## src/rtl/uart_pkg.sv

```systemverilog
// rtl/uart_pkg.sv - baud divisors and receiver state encoding shared by the UART blocks
`timescale 1ns/1ps
package uart_pkg;

   localparam int CLKS_PER_BIT_9600   = 5208;
   localparam int CLKS_PER_BIT_115200 = 434;

   typedef enum logic [2:0] {IDLE, START, DATA, STOP, BREAK} state_t;

endpackage

```

## src/rtl/uart_sync.sv

```systemverilog
// rtl/uart_sync.sv - flop chain bringing an asynchronous input into the clk domain
`timescale 1ns/1ps
module uart_sync #(
   parameter int STAGES = 2
) (
   input  logic clk,
   input  logic rst,
   input  logic d,
   output logic q
);

   logic [STAGES-1:0] chain;

   // Resets high so an idle serial line never looks like a start edge.
   always_ff @(posedge clk or posedge rst) begin
      if (rst) chain <= '1;
      else     chain <= {chain[STAGES-2:0], d};
   end

   assign q = chain[STAGES-1];

endmodule

```

## src/rtl/uart_rx_byte.sv

```systemverilog
// rtl/uart_rx_byte.sv - 8N1 UART receiver with a one-byte holding register
`timescale 1ns/1ps
module uart_rx_byte
   import uart_pkg::*;
#(
   parameter int CLKS_PER_BIT = CLKS_PER_BIT_9600,
   parameter int SYNC_STAGES  = 2
) (
   input  logic       clk_50M,
   input  logic       reset,
   input  logic       uart_rxd,
   input  logic       read,
   output logic [7:0] read_value,
   output logic       rx_ready,
   output logic       overrun,
   output logic       frame_error
);

   localparam int CNT_W = $clog2(CLKS_PER_BIT);
   localparam logic [CNT_W-1:0] HALF_LAST = CNT_W'(CLKS_PER_BIT / 2 - 1);
   localparam logic [CNT_W-1:0] BIT_LAST  = CNT_W'(CLKS_PER_BIT - 1);

   logic             rxd_s;
   state_t           state;
   logic [CNT_W-1:0] bit_cnt;
   logic [2:0]       bit_idx;
   logic [7:0]       shift;
   logic             deliver;

   uart_sync #(.STAGES(SYNC_STAGES)) u_sync (
      .clk (clk_50M),
      .rst (reset),
      .d   (uart_rxd),
      .q   (rxd_s)
   );

   always_ff @(posedge clk_50M or posedge reset) begin
      if (reset) begin
         state       <= IDLE;
         bit_cnt     <= '0;
         bit_idx     <= '0;
         shift       <= '0;
         deliver     <= 1'b0;
         read_value  <= 8'h00;
         rx_ready    <= 1'b0;
         overrun     <= 1'b0;
         frame_error <= 1'b0;
      end else begin
         deliver     <= 1'b0;
         frame_error <= 1'b0;

         case (state)
            IDLE: begin
               if (!rxd_s) begin
                  bit_cnt <= '0;
                  state   <= START;
               end
            end
            START: begin
               if (bit_cnt == HALF_LAST) begin
                  bit_cnt <= '0;
                  bit_idx <= '0;
                  state   <= rxd_s ? IDLE : DATA;
               end else begin
                  bit_cnt <= bit_cnt + 1'b1;
               end
            end
            DATA: begin
               if (bit_cnt == BIT_LAST) begin
                  shift[bit_idx] <= rxd_s;
                  bit_cnt        <= '0;
                  bit_idx        <= bit_idx + 1'b1;
                  if (bit_idx == 3'd7) state <= STOP;
               end else begin
                  bit_cnt <= bit_cnt + 1'b1;
               end
            end
            // Leave at mid-stop so the next start edge is caught despite baud skew.
            STOP: begin
               if (bit_cnt == BIT_LAST) begin
                  bit_cnt <= '0;
                  if (rxd_s) begin
                     deliver <= 1'b1;
                     state   <= IDLE;
                  end else begin
                     frame_error <= 1'b1;
                     state       <= BREAK;
                  end
               end else begin
                  bit_cnt <= bit_cnt + 1'b1;
               end
            end
            BREAK: begin
               if (rxd_s) state <= IDLE;
            end
            default: state <= IDLE;
         endcase

         // A read in the delivery cycle frees the register for the new byte.
         if (deliver) begin
            if (!rx_ready || read) begin
               read_value <= shift;
               rx_ready   <= 1'b1;
               if (read) overrun <= 1'b0;
            end else begin
               overrun <= 1'b1;
            end
         end else if (read && rx_ready) begin
            rx_ready <= 1'b0;
            overrun  <= 1'b0;
         end
      end
   end

endmodule

```

## config.mk

```make
export PLATFORM = sky130hd
export DESIGN_NAME = uart_rx_byte
export DESIGN_NICKNAME = d
export VERILOG_FILES = /design/src/rtl/uart_pkg.sv /design/src/rtl/uart_sync.sv /design/src/rtl/uart_rx_byte.sv
export SDC_FILE = /design/constraint.sdc
export NUM_CORES = 1
export LEC_CHECK = 0
export CAP_MARGIN = 20
export CORE_ASPECT_RATIO = 0.9
export CORE_UTILIZATION = 60
export CTS_BUF_LIST = sky130_fd_sc_hd__clkbuf_2 sky130_fd_sc_hd__clkbuf_4 sky130_fd_sc_hd__clkbuf_8
export DETAILED_ROUTE_END_ITERATION = 7
export HOLD_SLACK_MARGIN = 0.06
export PLACE_DENSITY = 0.81
export SLEW_MARGIN = 30
export SYNTH_ARGS = -nofsm -noshare
export SYNTH_HDL_FRONTEND = slang
export SYNTH_HIERARCHICAL = 1
export SYNTH_SLANG_ARGS = --single-unit
```

## constraint.sdc

```tcl
create_clock -name clk_50M -period 2.9 [get_ports clk_50M]
set_input_delay 0.58 -clock clk_50M [delete_from_list [all_inputs] [get_ports clk_50M]]
set_output_delay 0.58 -clock clk_50M [all_outputs]
set_load 0.02 [all_outputs]
```

==> impl_summary.md <==
CTS
The clock-pin slew of the registers on the worst-case setup and hold paths is 0.07 ns. The number of sinks handled by clock tree synthesis is 41. The worst-case clock buffer depth is 2. TritonCTS built the clock tree. The cell at the root of the clock tree is sky130_fd_sc_hd__clkbuf_8. Buffers inserted during clock tree synthesis total 5. The number of buffers inserted by post-CTS setup repair is 0.

In this run, post-CTS repair resized a total of 0 instances. In this run, post-CTS hold repair placed 0 buffers. The number of H-tree levels is 2. The worst-skew pair later-pin latency is 0.30 ns.

Yosys
The synthesis warning total is 6. The number of nets in the synthesized netlist is 196. After synthesis the netlist holds a flip-flop and latch count of 41. For this run, the register share of the synthesized area comes to 0.5074. The mean cell area of the mapped netlist is 10.78 µm². In the synthesized netlist the async set-or-reset flop fraction comes to 1.000.

The number of different library cells used by synthesis comes to 44. The cell area after technology mapping is 2027 µm². Synthesis produced roughly 190 cells. In this run, synthesis inferred 0 flip-flops with an integrated enable.

Among all flip-flop cells after synthesis, the most frequent one is sky130_fd_sc_hd__dfrtp_1.

Status
The flow ran to the end, and the final reports show no timing, DRC or antenna violations.

Floorplanning
The horizontal die dimension is 63.27 µm. During I/O placement, the number of pins put on the boundary was 15. The area of the placeable core is 3138 µm². The starting density of the core is 0.6459. The number of rows in the core area is 19. The die outline area is between 3000 and 4000 µm². The die boundary height is roughly 57 µm.

Route
The detailed-route via count is 1,493. The first routing iteration left 89 violations. In the final routed layout, each cell accounts on average for 15.23 µm. After detailed routing, the wire length on met1 is roughly 1.6 mm. The met2 wire length is 2.000 mm.

Wires add up to 3.793 mm. The residual antenna-violating net count after detailed routing is 0. Detailed routing placed a total of 140 µm of wire on met3. The DRC violation count after routing is 0.

The highest metal layer with signal wires is met4. In the routed layout, each cell is associated on average with a via count of about 6. For this run, the detailed router's first-pass iteration total came to 4.

Cells and area
The finished layout holds approximately 250 standard cells, fillers aside. The layout net count is 214. The sequential cell area is 1028 µm². With fillers left out, the area of the finished cells amounts to 2330 µm². Compared with the post-synthesis result, the final layout area differs by 14.94%.

The multi-input combinational cell area is roughly 940 µm². 0 antenna diodes ended up in the layout. The proportion of layout cells with a drive suffix above 1 is 0.1739.

The fill cell total of the finished layout is about 210.

GRT
The pin count of the biggest net entering global routing is 40. The first global-routing pass estimated around 6.4 mm of wire. In the global route stage, overall resource usage came out at 0.2354. The number of global-route vias before repair came to 1,417. The overall overflow remaining after global route is 0. The initial antenna violation count was 0.

STA
The final number of max-transition violations is 0. The worst slew slack as a fraction of its limit is 0.5069. Hold timing on the final database bottoms out at a slack of between 0.3 and 0.4 ns. The fraction of the cycle the final worst path needs is 0.8121. The final hold violation count is 0. The post-route clock skew is 0.01090 ns. The maximum clock frequency is 0.4246 GHz. The total negative slack is 0 ns. At the pin with the least slew margin, the transition time is 0.7396 ns. Setup repair after global routing left no endpoint under its margin. The count of endpoints failing setup in the final report is 0. Counting I/O delays and the setup requirement, the final critical path takes 2.355 ns.

Critical path
The category of the most critical setup path is flop to flop. The length in cells of the worst reg-to-reg path is 6. Data arrives at the worst endpoint at 2.53 ns.

The worst setup path is launched from a flop. The worst reg2reg path startpoint is bit_cnt[0]. The worst setup path is captured at a flop. The worst path required time is slightly above 3 ns.

The setup check on the worst reg-to-reg path leaves a slack of around 0.54 ns. The maximum fanout count along the critical path is 7. The most critical setup path has its startpoint at bit_cnt[0]. The endpoint identified for the worst register-to-register timing path is shift[2]. The capturing instance or port of the critical path is shift[2].

Pwr
In this run the static leakage power is between 1 and 1.5 nW. Power spread over the standard cell area amounts to 449.6 nW/µm². The worst ir drop on vdd is 0.0004097 V.

Flow run
Across the run, the number of max-cap violations was 0.

Placed design
Buffers placed on the I/O ports in this run total 14. After detailed placement, the design holds a cell count of 241. The placed standard-cell area is 2218 µm². The congestion estimate from routability-driven global placement came to 0.9124. The detailed placement HPWL is 2.665 mm.

Hold path
The type of the tightest min-delay check is flop to flop.
[cells in the final DEF, fill, tap and decap left out, types with 2 or more instances in the layout]
cell type,count
sky130_fd_sc_hd__inv_1,12
sky130_fd_sc_hd__clkdlybuf4s50_1,14
sky130_fd_sc_hd__dfstp_2,2
sky130_fd_sc_hd__nand2_1,15
sky130_fd_sc_hd__nand3b_1,2
sky130_fd_sc_hd__clkbuf_8,5
sky130_fd_sc_hd__mux2_4,2
sky130_fd_sc_hd__a21o_1,2
sky130_fd_sc_hd__nand3_1,11
sky130_fd_sc_hd__or3_1,4
sky130_fd_sc_hd__nor2_1,11
sky130_fd_sc_hd__a21oi_1,11
sky130_fd_sc_hd__a22o_1,2
sky130_fd_sc_hd__or2_2,2
sky130_fd_sc_hd__ha_1,4
sky130_fd_sc_hd__dfrtp_1,39
sky130_fd_sc_hd__nor4_4,3
sky130_fd_sc_hd__mux2_1,2
sky130_fd_sc_hd__nor3_1,5
sky130_fd_sc_hd__o21ai_0,15
sky130_fd_sc_hd__nand2b_1,6
sky130_fd_sc_hd__mux2_2,11
sky130_fd_sc_hd__a31oi_1,3
[layer usage]
layer / up-vias / track usage
met5: - / 0
li1: 713 / -
met1: 736 / 0.2708
met2: 36 / 0.4270
met3: 8 / 0.06600
met4: 0 / 0.07468
[cell usage after synthesis, types with 2 or more instances]
| cell type | count | area, µm² |
|---|---|---|
| sky130_fd_sc_hd__ha_1 | 4 | 50.05 |
| sky130_fd_sc_hd__nand3_1 | 11 | 55.05 |
| sky130_fd_sc_hd__mux2_4 | 2 | 30.03 |
| sky130_fd_sc_hd__or3_1 | 4 | 25.02 |
| sky130_fd_sc_hd__dfstp_2 | 2 | 52.55 |
| sky130_fd_sc_hd__nor3_1 | 5 | 25.02 |
| sky130_fd_sc_hd__clkbuf_1 | 2 | 7.510 |
| sky130_fd_sc_hd__or2_2 | 2 | 12.51 |
| sky130_fd_sc_hd__a21oi_1 | 11 | 55.05 |
| sky130_fd_sc_hd__nand3b_1 | 2 | 15.01 |
| sky130_fd_sc_hd__inv_1 | 12 | 45.04 |
| sky130_fd_sc_hd__mux2_2 | 11 | 123.9 |
| sky130_fd_sc_hd__dfrtp_1 | 39 | 975.9 |
| sky130_fd_sc_hd__a31oi_1 | 3 | 18.77 |
| sky130_fd_sc_hd__nor2_1 | 11 | 41.29 |
| sky130_fd_sc_hd__nor4_4 | 3 | 63.81 |
| sky130_fd_sc_hd__mux2_1 | 2 | 22.52 |
| sky130_fd_sc_hd__a22o_1 | 2 | 17.52 |
| sky130_fd_sc_hd__o21ai_0 | 15 | 75.07 |
| sky130_fd_sc_hd__nand2_1 | 15 | 56.30 |
| sky130_fd_sc_hd__a21o_1 | 2 | 15.01 |
| sky130_fd_sc_hd__nand2b_1 | 6 | 37.54 |
[state kept, by name, summed over array words and instances, names as in the netlist]
signal and count:
bit_cnt 13, bit_idx 3, deliver 1, frame_error 1, overrun 1, read_value 8
rx_ready 1, shift 8, state 3, u_sync/chain 2
[area by class of cell]
| type | instances | share of cell area |
|---|---|---|
| Clock buffer | 6 | 0.03276 |
| Clock inverter | 2 | 0.01504 |
| Inverter | 12 | 0.01933 |
| Multi-Input combinational cell | 131 | 0.4055 |
| Sequential cell | 41 | 0.4415 |
| Tap cell | 42 | 0.02256 |
| Timing Repair Buffer | 15 | 0.06337 |
[report_power, final]
part,internal [mW],switching [mW],leakage (nW)
clock,0.265,0.189,0.0586
sequential,0.574,0.00284,0.551
combinational,0.00552,0.0119,0.493
[cells by family after synthesis]
family                     after synthesis  synth area share
muxes                                   17            0.1049
DFF                                     41            0.5074
and+or+nand+nor                         72            0.2216
xor gates and xnor gates                 1          0.004322
adders and majority gates                4           0.02469
buffers and inverters                   16           0.03024
AOI/OAI and AO/OA                       37            0.1068
[critical path: stages (launching register included)]
cell and delay (ns):
sky130_fd_sc_hd__dfrtp_1 0.46, sky130_fd_sc_hd__ha_1 0.19, sky130_fd_sc_hd__or3b_4 0.43, sky130_fd_sc_hd__nor4_4 0.39, sky130_fd_sc_hd__nand3_2 0.20, sky130_fd_sc_hd__nor3_1 0.21
sky130_fd_sc_hd__mux2_2 0.36
[per-stage QoR]
stage,power (mW),utilization,worst slack [ns]
floorplan,0.5971,-,0.7722
CTS,1.057,0.7424,0.5554
global placement,0.6052,0.7045,0.4832
global route,1.082,0.7424,0.4058
detailed placement,0.6060,0.7069,0.5568
finish,1.048,0.7424,0.5450
[worst min path at each step]
| stage | from | slack (ns) | cells after the start | end |
|---|---|---|---|---|
| finish | u_sync/chain[0] | 0.36 | 0 | u_sync/chain[1] |
| global route | u_sync/chain[0] | 0.36 | 0 | u_sync/chain[1] |
| CTS | u_sync/chain[0] | 0.36 | 0 | u_sync/chain[1] |
| detailed placement | u_sync/chain[0] | 0.35 | 0 | u_sync/chain[1] |
| global placement | u_sync/chain[0] | 0.35 | 0 | u_sync/chain[1] |
| floorplan | u_sync/chain[0] | 0.35 | 0 | u_sync/chain[1] |
No activity file was read; power rests on OpenSTA's default activity.
